### src/rtl/program_loader_if.sv
// Byte-stream and program-memory write bundle between a byte source and program_loader.
interface program_loader_if;
  logic        start_i;
  logic [7:0]  byte_i;
  logic        byte_valid_i;
  logic        byte_ready_o;
  logic        mem_write_o;
  logic [31:0] mem_address_o;
  logic [31:0] mem_data_o;
  logic        busy_o;
  logic        done_o;
  logic        error_o;
  logic [7:0]  words_loaded_o;
  logic        cpu_reset_n_o;

  modport slave (
    input  start_i, byte_i, byte_valid_i,
    output byte_ready_o, mem_write_o, mem_address_o, mem_data_o,
           busy_o, done_o, error_o, words_loaded_o, cpu_reset_n_o
  );

  modport master (
    output start_i, byte_i, byte_valid_i,
    input  byte_ready_o, mem_write_o, mem_address_o, mem_data_o,
           busy_o, done_o, error_o, words_loaded_o, cpu_reset_n_o
  );
endinterface

### src/rtl/program_loader.sv
// Framed byte stream to little-endian program-memory words; holds the CPU in reset while loading.
// Define PROGRAM_LOADER_CHECKSUM_EN to require a trailing mod-256 data checksum byte.
//
// state   | meaning
// IDLE    | waiting for start_i, CPU released
// LEN     | take length byte N
// DATA    | assemble bytes of the current word
// WRITE   | one-cycle memory write strobe
// CHECK   | take trailing checksum byte (checksum build only)
// DONE    | frame loaded, CPU released
// ERROR   | frame aborted, CPU held in reset
module program_loader #(
  parameter int          MEMORY_DEPTH = 32,
  parameter int          DATA_WIDTH   = 32,
  parameter logic [31:0] BASE_ADDRESS = 32'h0040_0000
) (
  input logic             clk,
  input logic             reset,
  program_loader_if.slave bus
);

  localparam logic [7:0] DEPTH_B   = 8'(MEMORY_DEPTH);
  localparam logic [1:0] LAST_LANE = 2'(DATA_WIDTH / 8 - 1);

  typedef enum logic [2:0] {
    S_IDLE  = 3'd0,
    S_LEN   = 3'd1,
    S_DATA  = 3'd2,
    S_WRITE = 3'd3,
    S_DONE  = 3'd4,
    S_ERROR = 3'd5
`ifdef PROGRAM_LOADER_CHECKSUM_EN
    , S_CHECK = 3'd6
`endif
  } state_t;

  state_t                  state_q, state_d;
  logic [7:0]              len_q, len_d;
  logic [7:0]              idx_q, idx_d;
  logic [1:0]              lane_q, lane_d;
  logic [DATA_WIDTH-1:0]   word_q, word_d;
`ifdef PROGRAM_LOADER_CHECKSUM_EN
  logic [7:0]              sum_q, sum_d;
`endif
  logic                    ready_q, ready_d;
  logic                    busy_q, busy_d;
  logic                    done_q, done_d;
  logic                    error_q, error_d;
  logic                    cpu_rst_n_q, cpu_rst_n_d;
  logic                    mem_write_q, mem_write_d;
  logic [31:0]             mem_addr_q, mem_addr_d;
  logic [DATA_WIDTH-1:0]   mem_data_q, mem_data_d;
  logic [7:0]              words_q, words_d;
  logic                    accept;

  assign accept = bus.byte_valid_i && ready_q;

  always_comb begin
    state_d    = state_q;
    len_d      = len_q;
    idx_d      = idx_q;
    lane_d     = lane_q;
    word_d     = word_q;
`ifdef PROGRAM_LOADER_CHECKSUM_EN
    sum_d      = sum_q;
`endif
    mem_addr_d = mem_addr_q;
    mem_data_d = mem_data_q;
    words_d    = words_q;

    case (state_q)
      S_IDLE, S_DONE, S_ERROR: begin
        if (bus.start_i) begin
          state_d = S_LEN;
          words_d = 8'd0;
`ifdef PROGRAM_LOADER_CHECKSUM_EN
          sum_d   = 8'd0;
`endif
        end
      end
      S_LEN: begin
        if (accept) begin
          if (bus.byte_i == 8'd0 || bus.byte_i > DEPTH_B) begin
            state_d = S_ERROR;
          end else begin
            len_d   = bus.byte_i;
            idx_d   = 8'd0;
            lane_d  = 2'd0;
            state_d = S_DATA;
          end
        end
      end
      S_DATA: begin
        if (accept) begin
          word_d[{lane_q, 3'b000} +: 8] = bus.byte_i;
`ifdef PROGRAM_LOADER_CHECKSUM_EN
          sum_d = sum_q + bus.byte_i;
`endif
          if (lane_q == LAST_LANE) begin
            lane_d     = 2'd0;
            state_d    = S_WRITE;
            mem_data_d = word_d;
            mem_addr_d = BASE_ADDRESS + {22'd0, idx_q, 2'b00};
          end else begin
            lane_d = lane_q + 2'd1;
          end
        end
      end
      S_WRITE: begin
        idx_d   = idx_q + 8'd1;
        words_d = words_q + 8'd1;
        if (idx_q + 8'd1 == len_q) begin
`ifdef PROGRAM_LOADER_CHECKSUM_EN
          state_d = S_CHECK;
`else
          state_d = S_DONE;
`endif
        end else begin
          state_d = S_DATA;
        end
      end
`ifdef PROGRAM_LOADER_CHECKSUM_EN
      S_CHECK: begin
        if (accept) state_d = (bus.byte_i == sum_q) ? S_DONE : S_ERROR;
      end
`endif
      default: state_d = S_IDLE;
    endcase

    // Outputs are decoded from the next state so they are registered alongside it.
    ready_d     = (state_d == S_LEN) || (state_d == S_DATA);
    busy_d      = (state_d == S_LEN) || (state_d == S_DATA) || (state_d == S_WRITE);
`ifdef PROGRAM_LOADER_CHECKSUM_EN
    ready_d     = ready_d || (state_d == S_CHECK);
    busy_d      = busy_d  || (state_d == S_CHECK);
`endif
    mem_write_d = (state_d == S_WRITE);
    done_d      = (state_d == S_DONE);
    error_d     = (state_d == S_ERROR);
    cpu_rst_n_d = (state_d == S_IDLE) || (state_d == S_DONE);
  end

  always_ff @(posedge clk or negedge reset) begin
    if (!reset) begin
      state_q     <= S_IDLE;
      len_q       <= '0;
      idx_q       <= '0;
      lane_q      <= '0;
      word_q      <= '0;
`ifdef PROGRAM_LOADER_CHECKSUM_EN
      sum_q       <= '0;
`endif
      ready_q     <= 1'b0;
      busy_q      <= 1'b0;
      done_q      <= 1'b0;
      error_q     <= 1'b0;
      cpu_rst_n_q <= 1'b0;
      mem_write_q <= 1'b0;
      mem_addr_q  <= '0;
      mem_data_q  <= '0;
      words_q     <= '0;
    end else begin
      state_q     <= state_d;
      len_q       <= len_d;
      idx_q       <= idx_d;
      lane_q      <= lane_d;
      word_q      <= word_d;
`ifdef PROGRAM_LOADER_CHECKSUM_EN
      sum_q       <= sum_d;
`endif
      ready_q     <= ready_d;
      busy_q      <= busy_d;
      done_q      <= done_d;
      error_q     <= error_d;
      cpu_rst_n_q <= cpu_rst_n_d;
      mem_write_q <= mem_write_d;
      mem_addr_q  <= mem_addr_d;
      mem_data_q  <= mem_data_d;
      words_q     <= words_d;
    end
  end

  assign bus.byte_ready_o   = ready_q;
  assign bus.busy_o         = busy_q;
  assign bus.done_o         = done_q;
  assign bus.error_o        = error_q;
  assign bus.cpu_reset_n_o  = cpu_rst_n_q;
  assign bus.mem_write_o    = mem_write_q;
  assign bus.mem_address_o  = mem_addr_q;
  assign bus.mem_data_o     = mem_data_q;
  assign bus.words_loaded_o = words_q;

endmodule

### src/flat_wrapper.sv
// flat-port wrapper written by rule: the top's interface ports become plain ports
module program_loader_flat 
#(
  parameter int          MEMORY_DEPTH = 32,
  parameter int          DATA_WIDTH   = 32,
  parameter logic [31:0] BASE_ADDRESS = 32'h0040_0000
)
  (clk, reset, bus_start_i, bus_byte_i, bus_byte_valid_i, bus_byte_ready_o, bus_mem_write_o, bus_mem_address_o, bus_mem_data_o, bus_busy_o, bus_done_o, bus_error_o, bus_words_loaded_o, bus_cpu_reset_n_o);
  program_loader_if bus_i ();
  input logic clk;
  input logic reset;
  input wire logic [$bits(bus_i.start_i)-1:0] bus_start_i;
  input wire logic [$bits(bus_i.byte_i)-1:0] bus_byte_i;
  input wire logic [$bits(bus_i.byte_valid_i)-1:0] bus_byte_valid_i;
  output wire logic [$bits(bus_i.byte_ready_o)-1:0] bus_byte_ready_o;
  output wire logic [$bits(bus_i.mem_write_o)-1:0] bus_mem_write_o;
  output wire logic [$bits(bus_i.mem_address_o)-1:0] bus_mem_address_o;
  output wire logic [$bits(bus_i.mem_data_o)-1:0] bus_mem_data_o;
  output wire logic [$bits(bus_i.busy_o)-1:0] bus_busy_o;
  output wire logic [$bits(bus_i.done_o)-1:0] bus_done_o;
  output wire logic [$bits(bus_i.error_o)-1:0] bus_error_o;
  output wire logic [$bits(bus_i.words_loaded_o)-1:0] bus_words_loaded_o;
  output wire logic [$bits(bus_i.cpu_reset_n_o)-1:0] bus_cpu_reset_n_o;
  assign bus_i.start_i = bus_start_i;
  assign bus_i.byte_i = bus_byte_i;
  assign bus_i.byte_valid_i = bus_byte_valid_i;
  assign bus_byte_ready_o = bus_i.byte_ready_o;
  assign bus_mem_write_o = bus_i.mem_write_o;
  assign bus_mem_address_o = bus_i.mem_address_o;
  assign bus_mem_data_o = bus_i.mem_data_o;
  assign bus_busy_o = bus_i.busy_o;
  assign bus_done_o = bus_i.done_o;
  assign bus_error_o = bus_i.error_o;
  assign bus_words_loaded_o = bus_i.words_loaded_o;
  assign bus_cpu_reset_n_o = bus_i.cpu_reset_n_o;
  program_loader #(.MEMORY_DEPTH(MEMORY_DEPTH), .DATA_WIDTH(DATA_WIDTH), .BASE_ADDRESS(BASE_ADDRESS)) u_core (.clk(clk), .reset(reset), .bus(bus_i));
endmodule
### config.mk
export PLATFORM = sky130hd
export DESIGN_NAME = program_loader_flat
export DESIGN_NICKNAME = d
export VERILOG_FILES = /design/src/rtl/program_loader_if.sv /design/src/rtl/program_loader.sv /design/src/flat_wrapper.sv
export SDC_FILE = /design/constraint.sdc
export NUM_CORES = 1
export LEC_CHECK = 0
export BUFFER_PORTS_ARGS = -buffer_cell sky130_fd_sc_hd__buf_2
export CORE_MARGIN = 5
export CORE_UTILIZATION = 40
export CTS_BUF_LIST = sky130_fd_sc_hd__clkbuf_4 sky130_fd_sc_hd__clkbuf_8
export CTS_CLUSTER_DIAMETER = 120
export CTS_CLUSTER_SIZE = 28
export DETAILED_ROUTE_END_ITERATION = 7
export HOLD_SLACK_MARGIN = 0.15
export PLACE_DENSITY_LB_ADDON = 0.2
export SLEW_MARGIN = 25
export SYNTH_ARGS = -nofsm -noshare
export SYNTH_HDL_FRONTEND = slang
export SYNTH_SLANG_ARGS = --single-unit
### constraint.sdc
create_clock -name clk -period 2.87 [get_ports clk]
set_clock_uncertainty 0.15 [all_clocks]
set_input_delay 0.287 -clock clk [delete_from_list [all_inputs] [get_ports clk]]
set_output_delay 0.287 -clock clk [all_outputs]
set_load 0.005 [all_outputs]
-- Word level (Yosys, flattened, before mapping)
Index checks and enable logic that the tools add are counted.
- bits in registers: 131
- input bits: 12
- output and inout port bits: 78
- word-level logic and storage cells: 75
- $add $sub $neg: 5
- magnitude comparators: 1
- equal/unequal tests: 16
- shift operators: 2
- multiplexer cells: 18
- bitwise logic cells: 1
- reduce and logical (&&, ||, !) cells: 18
- operators with widths (operator ; count):
    bitwise mux 32 bit ; 1
    case mux 8 bit (2 select lines) ; 2
    variable shift 8 x 7 -> 32 bit, first input constant ; 1
    variable part select 8 x 7 -> 32 bit ; 1
    adder 23 x 10 -> 24 bit, first input constant ; 1
    two-way mux 8 bit ; 3
    two-way mux 3 bit ; 6
    adder 8 x 1 -> 8 bit, second input constant ; 2
    equality test 3 x 2 -> 1 bit, second input constant ; 4
    equality test 3 bit, second input constant ; 4
    case mux 3 bit (4 select lines) ; 1
    AND reduction 3 bit ; 3
    equality test 8 bit ; 1
    > comparator 8 x 6 -> 1 bit, second input constant ; 1
    zero test 8 bit ; 1
    two-way mux 2 bit ; 4
    negation 5 -> 7 bit ; 1
    equality test 3 x 1 -> 1 bit, second input constant ; 2
    zero test 3 bit ; 2
    nonzero test 2 bit ; 3
    logical OR 1 bit ; 4
    != test 2 x 1 -> 1 bit, second input constant ; 2
    != test 2 bit, second input constant ; 2
    case mux 2 bit (2 select lines) ; 1
    7 further kinds ; 8

-- Depth between registers and ports, before layout
Gate-level depths: netlist of run 1.
- word-level depth: 8
- mapped depth: 7
- depth with buffers taken out: 6

-- Least setup slack after synthesis of run 1
No wires, ideal clock.
- path kind: reg-to-reg
- from: reg u_core.lane_q[0]
- to: reg u_core.word_q[9]
- arrival: 1.920 ns
- path slack: 0.734 ns
- stages on the path, launching flop included: 8
- path buffers: 1
- cell sequence: dfrtp_1 -> inv_1 -> ha_1 -> nand2_1 -> nor3_1 -> and2_1 -> buf_2 -> a22o_1
- word-level cells in the longest chain between the ends: 3
- elaborated cells between the ends (all ways): 4
- ends and longest elaborated chain (element ; line ; text):
    from (decl) ; program_loader.sv:40 ; logic [1:0] lane_q, lane_d;
    from (signal assigned) ; program_loader.sv:166 ; lane_q <= lane_d;
    negation 5 -> 7 bit * ; program_loader.sv:95 ; word_d[{lane_q, 3'b000} +: 8] = bus.byte_i;
    variable part select 8 x 7 -> 32 bit / variable shift 8 x 7 -> 32 bit (equally long branches) ; program_loader.sv:95 ;
    bitwise mux 32 bit * ; program_loader.sv:95 ;
    to (signal assigned) ; program_loader.sv:167 ; word_q <= word_d;
    to (decl) ; program_loader.sv:41 ; logic [DATA_WIDTH-1:0] word_q, word_d;
Mark *: on every way between the ends. The rest lies on a longest branch, timed or not.
A chain may end at the register's enable or synchronous reset.

-- Worst setup path after layout of run 1
- from: in bus_byte_i[0]
- to: reg u_core.len_q[5]
- word-level cells in the longest chain between the ends: 4
- elaborated cells between the ends (all ways): 5
- ends and longest elaborated chain (element ; line ; text):
    from (decl) ; flat_wrapper.sv:13 ; input wire logic [$bits(bus_i.byte_i)-1:0] bus_byte_i;
    > comparator 8 x 6 -> 1 bit / zero test 8 bit (equally long branches) ; program_loader.sv:83 ; if (bus.byte_i == 8'd0 || bus.byte_i > DEPTH_B) begin
    logical OR 1 bit * ; program_loader.sv:83 ;
    inverter 1 bit (no line) * ; - ;
    AND reduction 3 bit (no line) * ; - ;
    to (signal assigned) ; program_loader.sv:164 ; len_q <= len_d;
    to (decl) ; program_loader.sv:38 ; logic [7:0] len_q, len_d;
Marked as above.

==> impl_metrics.csv, run 1 <==
group,metric,value,unit
outcome,outcome,"finished clean",
yosys,synth-adder-area-share,1.97,%
clock_tree,numCtsBuffers,9,
yosys,yosysWarnings,0,
power_and_ir_drop,p_per_area,886,mW/mm2
place,hpwl,7.93,mm
yosys,netlist_area,0.00508,mm2
yosys,synth_cell_types,50,
global_route,overflow,0,
min_path,hold_class,"in2reg",
yosys,synth-simple-area-share,15.9,%
global_route,antenna_found_initial,0,
yosys,synth_compound_area_share,17.6,%
yosys,synthMuxAreaShare,3.50,%
detailed_routing,drt_iter0_markers,246,
detailed_routing,postRouteAntennaNets,0,
yosys,ys_seq_elements,108,
place,dp_cells,710,
floorplan,dieArea,0.0151,mm2
job,maxCapViolCount,0,
timing,slew_violations,0,
finish,num_antenna_cells,0,
timing,fin_crit_sh,86.2,%
worst_setup_path,cp-end-kind,"flop",
timing,hold_viol,0,
detailed_routing,dr.pass1.iters,4,
clock_tree,clk_pin_slew,0.10,ns
finish,syn2layout_area_growth,13.2,%
global_route,grt_pass1_wl,18.7,mm
yosys,ys.flop_type,"dfrtp_1",
worst_setup_path,cp.required,2.99,ns
worst_setup_path,critPathLaunchType,"input pin",
worst_setup_path,slowest_delay,0.55,ns
worst_setup_path,path_max_fanout,10,
place,portBuffers,66,
global_route,grt_max_degree,54,
clock_tree,h-tree-depth,3,
worst_setup_path,crit_arrival,2.59,ns
detailed_routing,vias,3699,
yosys,post-synth-top-count-cell,"dfrtp_1",
yosys,synth_edf_count,0,
power_and_ir_drop,vdd_drop_max,0.281,mV
floorplan,fp.dieH,123,um
timing,fmax,0.404,GHz
worst_setup_path,path_cells,"dlygate4sd3_1, buf_2, or4_1, o21ai_0, nand4_2, mux2_2",
yosys,synth_area_leaders,"dfrtp_1, a22o_1, o21ai_0",
worst_setup_path,slowest_stage,"or4_1",
global_route,first_global_vias,3547,
floorplan,core_area,0.0125,mm2
clock_tree,tritoncts,"yes",
power_and_ir_drop,leakage,0.00284,uW
yosys,yosysTopAreaCell,"dfrtp_1",
floorplan,start_util,40.6,%
place,gp_congestion,0.831,
timing,rsz0062_at_grt,"false",
clock_tree,cts_max_path_buffers,2,
yosys,synth_xor_area_share,1.55,%
yosys,synth_common_cells,"dfrtp_1, nand2_1, o21ai_0, a21oi_1, a22o_1",
yosys,avgSynthCellArea,10.3,um2
finish,fin_nets,571,
finish,drive_gt1_share,20.5,%
detailed_routing,vias_per_cell,5.08,
detailed_routing,wl_per_cell,15.6,um
timing,tns,0,ns
clock_tree,cts_root_buffer,"clkbuf_8",
yosys,synth_top_family_by_area,"compound AO/OA/AOI/OAI gates",
yosys,synth_top_cell_area_share,53.2,%
timing,fin_crit,2.47,ns
yosys,yosysSeqAreaShare,53.2,%
detailed_routing,drc_errors,0,
finish,n_fill_cell,1253,
worst_setup_path,worst-setup-path-type,"in2reg",
finish,stdcell_count,728,
clock_tree,clk_latency,0.38,ns
global_route,grt_usage,16.0,%
timing,setup_viol,0,
yosys,netlist_instances,494,
floorplan,ios,90,
yosys,ys_async_sr_fraction,100,%
detailed_routing,totalWireLength,11.4,mm
floorplan,die_width,123,um
floorplan,rows,41,
clock_tree,cts_sinks,108,
clock_tree,post_cts_buffers,0,
==> per-layer routing <==
metal	vias to the layer above	global-route usage, %	share of wire [%]
met3	12	3.23	4.3
met5	-	0	0
met4	0	6.44	1.7
li1	1803	-	-
met1	1803	21.7	47
met2	81	25.3	47
==> registers in the layout, summed over array words and instances, names as in the netlist <==
name / flops
u_core.bus.mem_data_o: 32
u_core.word_q: 32
u_core.bus.mem_address_o: 9
u_core.bus.words_loaded_o: 8
u_core.idx_q: 8
u_core.len_q: 8
u_core.state_q: 3
u_core.lane_q: 2
u_core.bus.busy_o: 1
u_core.bus.byte_ready_o: 1
u_core.bus.cpu_reset_n_o: 1
u_core.bus.done_o: 1
u_core.bus.error_o: 1
u_core.bus.mem_write_o: 1
==> critical path: cells and delay by family <==
family	cells	cell delay [ns]
mux	1	0.37
buf+inv	2	0.72
compound gates	1	0.33
simple gates	2	0.87
==> what timing repair did <==
action / CTS / global route
hold endpoints to repair: 111 / 0
resized for setup: 0 / 0
hold buffers: 2 / 0
==> worst paths after layout <==
path / cells after the start / to / slack, ns / from
worst max-delay path: 6 / u_core.len_q[5] / 0.40 / bus_byte_i[0]
worst min-delay path: 2 / u_core.word_q[2] / 0.18 / bus_byte_i[2]
worst max register to register: 6 / u_core.word_q[18] / 0.55 / u_core.lane_q[0]
worst min register to register: 1 / u_core.bus.mem_address_o[22] / 0.33 / u_core.bus.mem_address_o[22]
max in group asynchronous: 3 / u_core.len_q[5] / 1.63 / reset
min in group asynchronous: 2 / u_core.idx_q[4] / 0.19 / reset
==> kinds of logic after synthesis <==
kind of cell,Yosys count
AO/OA/AOI/OAI,141
XOR/XNOR,9
multiplexers,16
buffers and inverters,58
adder cells (fa/ha/maj),8
AND/OR/NAND/NOR,153
flip-flops,108
other,1
==> placed cells by master (no fill, tap or decap), drive strengths merged, types with 3 or more instances in the layout <==
cell type  instances
a22o              35
nor3               4
dfrtp            108
and2               8
xor2               4
inv                4
ha                 8
nor2              17
buf               76
and3               5
nand4              6
nand2             54
nor2b             34
clkinv             3
a21oi             38
nand2b             4
conb              23
nand3              7
a31oi              3
mux2              14
xnor2              5
o21ai             51
clkbuf            11
==> per-stage QoR <==
| stage | hold WS (ns) | total power [uW] | worst slack [ns] | instance area, um2 | utilization, % |
|---|---|---|---|---|---|
| finish | 0.177 | 5100 | 0.396 | 5750 | 46.0 |
| global placement | 0.0548 | 4050 | 0.606 | 5510 | 44.0 |
| CTS | 0.155 | 5160 | 0.394 | 5750 | 46.0 |
| floorplan | -0.159 | 3490 | 0.734 | 5160 | - |
| global route | 0.170 | 5480 | 0.251 | 5750 | 46.0 |
| detailed placement | 0.0701 | 4110 | 0.518 | 5510 | 44.0 |
==> report_power, final <==
group / switching [uW] / leakage, uW / internal, uW
Clock: 523 / 0.000116 / 521
Sequential: 357 / 0.00145 / 1990
Combinational: 885 / 0.00127 / 816
Total: 1770 / 0.00284 / 3330
==> layout make-up <==
class                      instances  area (um2)  share of cell area [%]
tap                              172         215                    3.74
sequential                       108        2700                    47.0
clock buffer                      11         145                    2.52
timing repair buffer              78         453                    7.87
multi-input combinational        350        2150                    37.3
inverter                           4        15.0                   0.261
clock inverter                     5        75.1                    1.31
Note: power is estimated with default switching activity, not from simulation.
==> inputs of run 2 (changes only) <==
--- a/config.mk
+++ b/config.mk
@@ -13,7 +13,8 @@
 export CTS_CLUSTER_SIZE = 28
 export DETAILED_ROUTE_END_ITERATION = 7
 export HOLD_SLACK_MARGIN = 0.15
-export PLACE_DENSITY_LB_ADDON = 0.2
+export PLACE_DENSITY = 0.58
+export SETUP_SLACK_MARGIN = 0.2
 export SLEW_MARGIN = 25
 export SYNTH_ARGS = -nofsm -noshare
 export SYNTH_HDL_FRONTEND = slang
==> run 2 against run 1 <==
Net effect:
- flip-flop and latch count is the same
- via count up 0.65%
- first-iteration DRC count fell by 13%
- critical path depth grew 1
- maximum frequency rose by 0.37%
- global-route usage shrank 0.081 points
- worst hold slack got worse by 0.0023 ns
- non-clock buffer count grew 1
- largest power group unchanged
==> impl_metrics.csv, run 2 (synthesis results as in run 1) <==
group,metric,value,unit
worst_setup_path,crit_arrival,2.58,ns
worst_setup_path,cp.required,2.99,ns
detailed_routing,totalWireLength,11.6,mm
global_route,overflow,0,
clock_tree,cts_sinks,108,
detailed_routing,vias_per_cell,5.11,
worst_setup_path,slowest_stage,"or4_1",
worst_setup_path,critical-path-top-delay-family,"simple AND/OR/NAND/NOR gates",
finish,num_antenna_cells,0,
worst_setup_path,critPathLaunchType,"input pin",
finish,drive_gt1_share,20.6,%
finish,final_common_cell,"dfrtp_1",
clock_tree,numCtsBuffers,9,
timing,rsz0062_at_grt,"false",
floorplan,ios,90,
timing,fin_crit,2.47,ns
detailed_routing,dr.pass1.iters,4,
finish,utilization,45.8,%
floorplan,fp.dieH,123,um
place,hpwl,8.11,mm
global_route,grt_max_degree,57,
timing,setup_viol,0,
timing,fin_crit_sh,85.9,%
worst_setup_path,cp-end-kind,"flop",
clock_tree,clk_latency,0.38,ns
timing,hold_viol,0,
job,maxCapViolCount,0,
timing,tns,0,ns
detailed_routing,drt_iter0_markers,213,
clock_tree,cts_max_path_buffers,2,
power_and_ir_drop,p_per_area,878,mW/mm2
finish,fin_nets,572,
worst_setup_path,slowest_delay,0.55,ns
worst_setup_path,path_max_fanout,10,
worst_setup_path,worst-setup-path-type,"in2reg",
clock_tree,tritoncts,"yes",
clock_tree,cts_root_buffer,"clkbuf_8",
finish,layout_common_cells,"dfrtp_1, buf_2, nand2_1",
timing,slew_violations,0,
place,portBuffers,66,
power_and_ir_drop,leakage,0.00283,uW
place,gp_congestion,0.787,
global_route,grt_pass1_wl,18.7,mm
global_route,first_global_vias,3558,
power_and_ir_drop,vdd_drop_max,0.384,mV
finish,syn2layout_area_growth,12.9,%
detailed_routing,vias,3723,
floorplan,rows,41,
global_route,grt_usage,16.0,%
detailed_routing,wl_per_cell,15.9,um
worst_setup_path,critPathBufInv,2,
detailed_routing,postRouteAntennaNets,0,
floorplan,dieArea,0.0151,mm2
finish,n_fill_cell,1243,
floorplan,die_width,123,um
floorplan,start_util,40.6,%
floorplan,core_area,0.0125,mm2
min_path,hold_class,"in2reg",
clock_tree,h-tree-depth,3,
timing,slew-limit-headroom,53.7,%
outcome,outcome,"finished clean",
clock_tree,clk_pin_slew,0.11,ns
detailed_routing,drc_errors,0,
global_route,antenna_found_initial,0,
timing,worst_pin_slew,0.694,ns
timing,fmax,0.406,GHz
worst_setup_path,path_cells,"dlygate4sd3_1, buf_2, or4_1, o21ai_0, and3_4, o21ai_1, a22o_1",
run 2: what timing repair did:
item	CTS	global route
gates resized for setup	0	0
setup endpoints to repair	0	2
hold buffers	2	0
hold endpoints to repair	53	0
buffers inserted	0	2
run 2: report_power, final:
group / leakage, uW / switching [uW] / internal (uW)
registers: 0.00145 / 359 / 1990
logic: 0.00127 / 893 / 807
clock network: 0.000107 / 530 / 455
run 2: final timing paths:
check                                               start                          end  slack [ns]  cells past startpoint
worst min register to register  u_core.bus.mem_data_o[23]    u_core.bus.mem_data_o[23]        0.33                      2
worst max register to register          u_core.state_q[1]    u_core.bus.mem_data_o[20]        0.54                      6
min in group asynchronous                           reset  u_core.bus.mem_address_o[5]        0.34                      2
worst max-delay path                        bus_byte_i[0]              u_core.idx_q[6]        0.40                      7
worst min-delay path                        bus_byte_i[2]             u_core.word_q[2]        0.17                      2
max in group asynchronous                           reset            u_core.word_q[14]        1.48                      3
run 2: final cells by class:
type	count	area, um2	share of cell area (%)
clock buffer	11	151	2.64
clock inverter	5	58.8	1.03
inverter	4	15.0	0.262
multi-input combinational	350	2150	37.4
sequential	108	2700	47.1
tap	172	215	3.75
timing repair buffer	79	448	7.81
run 2: per-layer routing:
metal	global-route usage (%)	share of wire, %	wire length, um
met1	22.2	47	5450
met5	0	0	0
met4	5.25	1.3	150
met3	3.04	4.0	460
met2	25.2	48	5540
run 2: metrics by stage:
step	std cells	hold WS [ns]	instance area, um2	worst slack, ns	power (uW)
floorplan	516	-0.159	5160	0.734	3490
global placement	709	0.223	5490	0.598	4040
detailed placement	709	0.231	5490	0.555	4100
CTS	727	0.158	5720	0.411	5100
global route	729	0.178	5740	0.299	5430
finish	729	0.174	5740	0.405	5040
